File: config.mk
export PLATFORM = sky130hd
export DESIGN_NAME = db_fsm
export DESIGN_NICKNAME = d
export VERILOG_FILES = /design/src/rtl/db_pkg.sv /design/src/rtl/sync_2ff.sv /design/src/rtl/db_fsm.sv
export SDC_FILE = /design/constraint.sdc
export NUM_CORES = 1
export LEC_CHECK = 0
export ABC_CLOCK_PERIOD_IN_PS = 1900
export CAP_MARGIN = 15
export CORE_AREA = 2 2 39 41
export CTS_CLUSTER_SIZE = 40
export DETAILED_ROUTE_END_ITERATION = 8
export DIE_AREA = 0 0 41 43
export MAX_ROUTING_LAYER = met4
export PLACE_DENSITY_LB_ADDON = 0.12
export SYNTH_ARGS = -nofsm -noshare
export SYNTH_HDL_FRONTEND = slang
export SYNTH_SLANG_ARGS = --single-unit
File: constraint.sdc
create_clock -name clk -period 1.9 [get_ports clk]
set_clock_uncertainty 0.05 [all_clocks]
set_input_delay 0.19 -clock clk [delete_from_list [all_inputs] [get_ports clk]]
set_output_delay 0.19 -clock clk [all_outputs]
set_load 0.02 [all_outputs]
File: src/rtl/db_pkg.sv
// db_pkg: shared state encoding and defaults for the debounce FSM.
package db_pkg;
    localparam logic [1:0] ST_ZERO  = 2'b00;
    localparam logic [1:0] ST_WAIT1 = 2'b01;
    localparam logic [1:0] ST_ONE   = 2'b10;
    localparam logic [1:0] ST_WAIT0 = 2'b11;
    localparam int DEFAULT_STABLE_TICKS = 3;
endpackage

File: src/rtl/sync_2ff.sv
// sync_2ff: two-flop synchroniser for an asynchronous board input.
module sync_2ff (
    input  logic clk,
    input  logic reset,
    input  logic d,
    output logic q
);
    logic meta;
    always_ff @(posedge clk or negedge reset)
        if (!reset) {q, meta} <= 2'b00;
        else        {q, meta} <= {meta, d};
endmodule

File: src/rtl/db_fsm.sv
// db_fsm: debounces a raw switch into a clean level plus rise/fall pulses.
// The level only changes after the new value survives STABLE_TICKS tick strobes.
module db_fsm
    import db_pkg::*;
#(
    parameter int STABLE_TICKS = DEFAULT_STABLE_TICKS,
    parameter int CNT_W        = 4
) (
    input  logic clk,
    input  logic reset,
    input  logic sw,
    input  logic tick,
    output logic db_level,
    output logic db_rise,
    output logic db_fall
);
    localparam logic [CNT_W-1:0] LOAD = CNT_W'(STABLE_TICKS);
    localparam logic [CNT_W-1:0] ONE  = CNT_W'(1);
    logic sw_s;
    logic [1:0] state, state_nx;
    logic [CNT_W-1:0] cnt, cnt_nx;
    sync_2ff u_sync (.clk(clk), .reset(reset), .d(sw), .q(sw_s));
    // A bounce back to the old level wins over a tick in the same cycle.
    always_comb begin
        state_nx = state;
        cnt_nx   = cnt;
        case (state)
            ST_ZERO: if (sw_s) begin
                state_nx = ST_WAIT1;
                cnt_nx   = LOAD;
            end
            ST_WAIT1: if (!sw_s) begin
                state_nx = ST_ZERO;
                cnt_nx   = '0;
            end else if (tick) begin
                state_nx = (cnt == ONE) ? ST_ONE : ST_WAIT1;
                cnt_nx   = (cnt == ONE) ? '0 : cnt - ONE;
            end
            ST_ONE: if (!sw_s) begin
                state_nx = ST_WAIT0;
                cnt_nx   = LOAD;
            end
            default: if (sw_s) begin
                state_nx = ST_ONE;
                cnt_nx   = '0;
            end else if (tick) begin
                state_nx = (cnt == ONE) ? ST_ZERO : ST_WAIT0;
                cnt_nx   = (cnt == ONE) ? '0 : cnt - ONE;
            end
        endcase
    end
    always_ff @(posedge clk or negedge reset)
        if (!reset) begin
            state    <= ST_ZERO;
            cnt      <= '0;
            db_level <= 1'b0;
            db_rise  <= 1'b0;
            db_fall  <= 1'b0;
        end else begin
            state    <= state_nx;
            cnt      <= cnt_nx;
            db_level <= state_nx[1];
            db_rise  <= (state == ST_WAIT1) && (state_nx == ST_ONE);
            db_fall  <= (state == ST_WAIT0) && (state_nx == ST_ZERO);
        end
endmodule

# Word-level counts from Yosys, hierarchy flattened
# Cells that the tools add are included.
[totals]
reg_bits = 11
in_bits = 4
output_inout_bits = 3
wordCells = 36
[op_classes]
n_addsub = 1
n_eq_ne = 7
mux = 16
n_reduce_logical = 5
[op_table]
columns = ["cell", "n"]
rows = [
  ["4-bit 2-to-1 mux", 6],
  ["2-bit 2-to-1 mux", 8],
  ["4-bit case mux with 3 select lines", 1],
  ["2-bit == test, second input constant", 3],
  ["2-bit case mux with 3 select lines", 1],
  ["4-bit by 1-bit == test with 1-bit output, second input constant", 1],
  ["2-bit logical NOT", 2],
  ["4-bit by 1-bit subtractor with 4-bit output, second input constant", 1],
  ["2-bit by 1-bit == test with 1-bit output, second input constant", 1],
  ["1-bit logical AND", 2],
  ["2-bit by 1-bit inequality test with 1-bit output, second input constant", 1],
  ["2-bit inequality test, second input constant", 1],
  ["2-bit AND reduction", 1],
]

# Logic depth before layout (Yosys ltp)
[depth]
depth_word = 7
ltp_mapped = 5

# Cells and area by module
# A second synthesis with hierarchy kept.
[hier_totals]
cells_unflattened = 43
hier_area_um2 = 459.2
[by_module_without_submodules]
columns = ["module", "n_inst", "cells_per_inst", "area_per_inst_um2", "seq_area_each_um2"]
rows = [
  ["db_fsm", 1, 41, 409.1, 200.2],
  ["sync_2ff", 1, 2, 50.0, 50.0],
]

# Worst setup path before layout
# No wires, ideal clock.
[synth_path]
path_kind = "reg2reg"
from = "register cnt[0]"
to = "register db_level"
arrival_time_ns = 1.240
required_time_ns = 1.722
slack_ns = 0.482
stages_incl_launch_ff = 5
synth_period_minus_slack_ns = 1.418
path_cell_list = "dfrtp_1 ha_1 and4bb_1 nand2_1 mux2_1"
[synth_between]
elab_chain_len = 5
elab_cells_between_ends = 8
cone_classes = "eq/ne (1); mux (7)"
[synth_lines]
columns = ["element", "line_no", "rtl"]
rows = [
  ["start: declaration", "db_fsm.sv:21", "logic [CNT_W-1:0] cnt, cnt_nx;"],
  ["start signal: assignment", "db_fsm.sv:61", "cnt <= cnt_nx;"],
  ["4-bit by 1-bit == test with 1-bit output (*)", "db_fsm.sv:36, db_fsm.sv:47", ""],
  ["2-bit 2-to-1 mux (on tied branches)", "db_fsm.sv:47, db_fsm.sv:36", ""],
  ["2-bit 2-to-1 mux (on tied branches)", "db_fsm.sv:46, db_fsm.sv:35", ""],
  ["2-bit 2-to-1 mux (on tied branches)", "db_fsm.sv:43, db_fsm.sv:32", ""],
  ["2-bit case mux with 3 select lines (*)", "db_fsm.sv:27", "case (state)"],
  ["net state_nx[1]", "db_fsm.sv:20", "logic [1:0] state, state_nx;"],
  ["end signal: assignment", "db_fsm.sv:62", "db_level <= state_nx[1];"],
  ["end: declaration", "db_fsm.sv:13", "output logic db_level,"],
]
# The timed path passes the listed nets; every way through them passes the cells marked *.
# A chain may end at the register's enable or synchronous reset.

# Worst setup path after layout
[layout_path]
from = "register db_level"
to = "output db_level"
# No word-level cell between the ends.

==> metrics.md <==
| Metric | Value |
|---|---|
| Initial antenna violation count | 0 |
| Initial DRT Pass Iterations | 4 |
| Comb power frac | 36.7% |
| First-pass GRT wire length | 1260 um |
| WL per Instance | 11.6 um |
| Synth Register Bits | 10 |
| P_leak | 0.000246 uW |
| Worst Path Buf+Inv | 1 |
| Status | complete, no violations |
| Count of final hold-check violations | 0 |
| RSZ-0062 raised after global routing | no |
| Worst Setup Start Kind | flip-flop |
| Worst-skew pair later-pin latency | 250 ps |
| DRT antenna net count | 0 |
| Clk buf depth | 2 |
| Vias in the first global route | 304 |
| P_int | 487 uW |
| Avg Synthesized Cell Area | 11.5 um2 |
| Final net count | 58 |
| R2R depth | 4 |
| Tightest Pin Transition | 427 ps |
| Initial drt markers | 4 |
| Final Core Density | 41.4% |
| Num CTS Buffers | 3 |
| Post-route setup TNS | 0 ps |
| Final wirelength | 764 um |
| Period minus WS final | 1590 ps |
| Post-synthesis mux area share | 4.52% |
| Die Width | 41 um |
| Core area | 1380 um2 |
| CTS H-tree depth | 1 |
| Hpwl dp | 603 um |
| Reg2reg setup slack | 380 ps |
| Synth Cell Area | 470 um2 |
| Power density over the cells | 1340 nW/um2 |
| Buffers on Ports | 6 |
| Post-route insts no fill | 66 |
| Max-slew headroom at the worst pin | 71.5% |
| CP endpoint kind | output pin |
| Antenna Cells | 0 |
| Maximum vdd drop | 0.000779 V |
| RR Startpoint | cnt[0]$_DFFE_PN0P_ |
| CTS tree | done |
| R2R Path End | db_level$_DFF_PN0_ |
| Tightest Hold Check Type | input port to asynchronous set/reset pin |
| Compound-gate portion of the synthesized area | 9.57% |
| Number of cell rows | 14 |
| Largest net degree at the start of global routing | 11 |
| Die height | 43 um |
| Family with the most delay on the worst path | buffers and inverters |
| Synth Area in XOR/XNOR | 5.59% |
| Via count | 333 |
| Fill cells | 141 |
| Area delta synth->final | 21.8% |
| Arrival time worst endpoint | 1350 ps |
| Crit-path cells | clkdlybuf4s50_1 |
| CP required | 1660 ps |
| Period utilization | 83.4% |
| Inst Count DP | 63 |
| Starting Density | 34.0% |
| Post-cts repair resize count | 0 |
| Die area | 1760 um2 |
| Synth Area in Simple Gates | 20.2% |
| Drt drc | 0 |
| Synth warnings | 0 |
| Root buffer cell | clkbuf_4 |
| F_max | 631 MHz |
| Hold_buf cts | 0 |
| Mapped Cells | 41 |
| Largest stage delay, worst path | 640 ps |
| Clock Power Share | 17.1% |
| Setup repair bufs after CTS | 0 |
| IO Pins | 7 |
| Switch Pwr | 279 uW |
| DR vias/cell | 5.05 |
| Sequential Power Share | 46.2% |
| Max-slew violations | 0 |
| Switching Share | 36.5% |
| GRT Residual Overflow | 0 |
| CP max FO | 6 |
| Distinct cells, synth | 20 |
| Synth Area in Adders | 5.32% |
| Critical path type | flip-flop to output pin |
| Max-cap violations | 0 |
| Post-synth net total | 47 |
| Sink Count | 10 |
| Clk slew on worst S/H paths | 60 ps |
| Gr usage total | 11.2% |
| Share of layout cells above drive strength 1 | 8.00% |
| Worst path slowest cell | clkdlybuf4s50_1 |
| Seq/Total Area, Yosys | 53.2% |
| Final setup vio count | 0 |
| Main combinational cell family by area after synthesis | simple AND/OR/NAND/NOR gates |
| Final Wtd Congestion | 0.667 |
-- power by group through the flow --
stage | Combinational [uW] | Clock (uW) | Sequential, uW
after floorplan | 192 | 0 | 355
after global placement | 276 | 0 | 350
after detailed placement | 283 | 0 | 357
after CTS | 285 | 140 | 353
after global routing | 314 | 162 | 363
final | 281 | 131 | 354
-- synth_stat cells --
library cell,number,area [um2]
nor3b_1,2,15.0
nand3b_1,2,15.0
dfrtp_1,10,250
o21ai_1,2,10.0
nor2_1,3,11.3
ha_1,2,25.0
mux2_1,1,11.3
a21boi_0,1,7.51
nand2b_1,1,6.26
o22ai_1,2,12.5
xnor2_1,2,17.5
nor4b_2,1,15.0
and3b_1,1,8.76
o21ai_0,1,5.00
nand2_1,3,11.3
xor2_1,1,8.76
a21oi_1,2,10.0
and4bb_1,1,12.5
inv_1,2,7.51
mux2i_1,1,10.0
-- flip-flops by register name (all words and copies together), names as in the netlist --
register and cells:
cnt 4, db_fall 1, db_level 1, db_rise 1, state 1, u_sync.meta 1
u_sync.q 1
-- metal layers --
layer | global-route usage, % | part of all wire (%) | up-vias | wire length, um
met1 | 13.6 | 45 | 164 | 345
met5 | - | 0 | - | 0
met3 | 3.14 | 2.9 | 0 | 22
met2 | 15.3 | 52 | 5 | 396
li1 | - | - | 164 | -
met4 | 8.00 | 0 | 0 | 0
-- cells in the final DEF, fill, tap and decap left out --
cell              n
clkdlybuf4s50_1   6
nor4b_2           1
clkbuf_4          3
xor2_1            1
and3b_1           1
inv_1             2
dfrtp_1          10
nand3b_1          2
xnor2_1           2
ha_1              2
nor3b_1           2
o21ai_0           1
o21ai_1           2
o22ai_1           2
nor2_1            3
mux2_1            1
nand2_1           3
a21oi_1           2
mux2i_1           1
a21boi_0          1
nand2b_1          1
and4bb_1          1
-- how the worst max path moves through the flow --
stage | end | depth (start not counted) | startpoint | slack, ps
after floorplan | db_level$_DFF_PN0_ | 4 | cnt[0]$_DFFE_PN0P_ | 480
after global placement | db_level$_DFF_PN0_ | 4 | tick | 320
after detailed placement | db_level$_DFF_PN0_ | 4 | tick | 280
after CTS | db_level | 1 | db_level$_DFF_PN0_ | 300
after global routing | db_level | 1 | db_level$_DFF_PN0_ | 260
final | db_level | 1 | db_level$_DFF_PN0_ | 310
-- logic make-up after synthesis --
family / after synthesis
AO/OA/AOI/OAI: 8
XOR/XNOR: 3
adder cells (fa/ha/maj): 2
buffers and inverters: 2
flip-flops: 10
multiplexers: 2
AND/OR/NAND/NOR: 14
-- area by class of cell --
| cell class | count | area (um2) | share of cell area, % |
|---|---|---|---|
| well taps | 16 | 20.0 | 3.49 |
| multi-input cells | 29 | 213 | 37.1 |
| flip-flops and latches | 10 | 250 | 43.7 |
| clock buffers | 3 | 22.5 | 3.93 |
| repair buffers | 6 | 60.1 | 10.5 |
| inverters | 2 | 7.51 | 1.31 |
-- through the flow --
stage,worst slack [ps],cell area (um2),hold WS [ps],power [uW]
floorplan,482,470,-156,546
global placement,316,551,293,627
detailed placement,276,551,295,640
CTS,304,573,206,779
global route,260,573,212,839
finish,315,573,193,766
(Power assumes the default switching activity.)
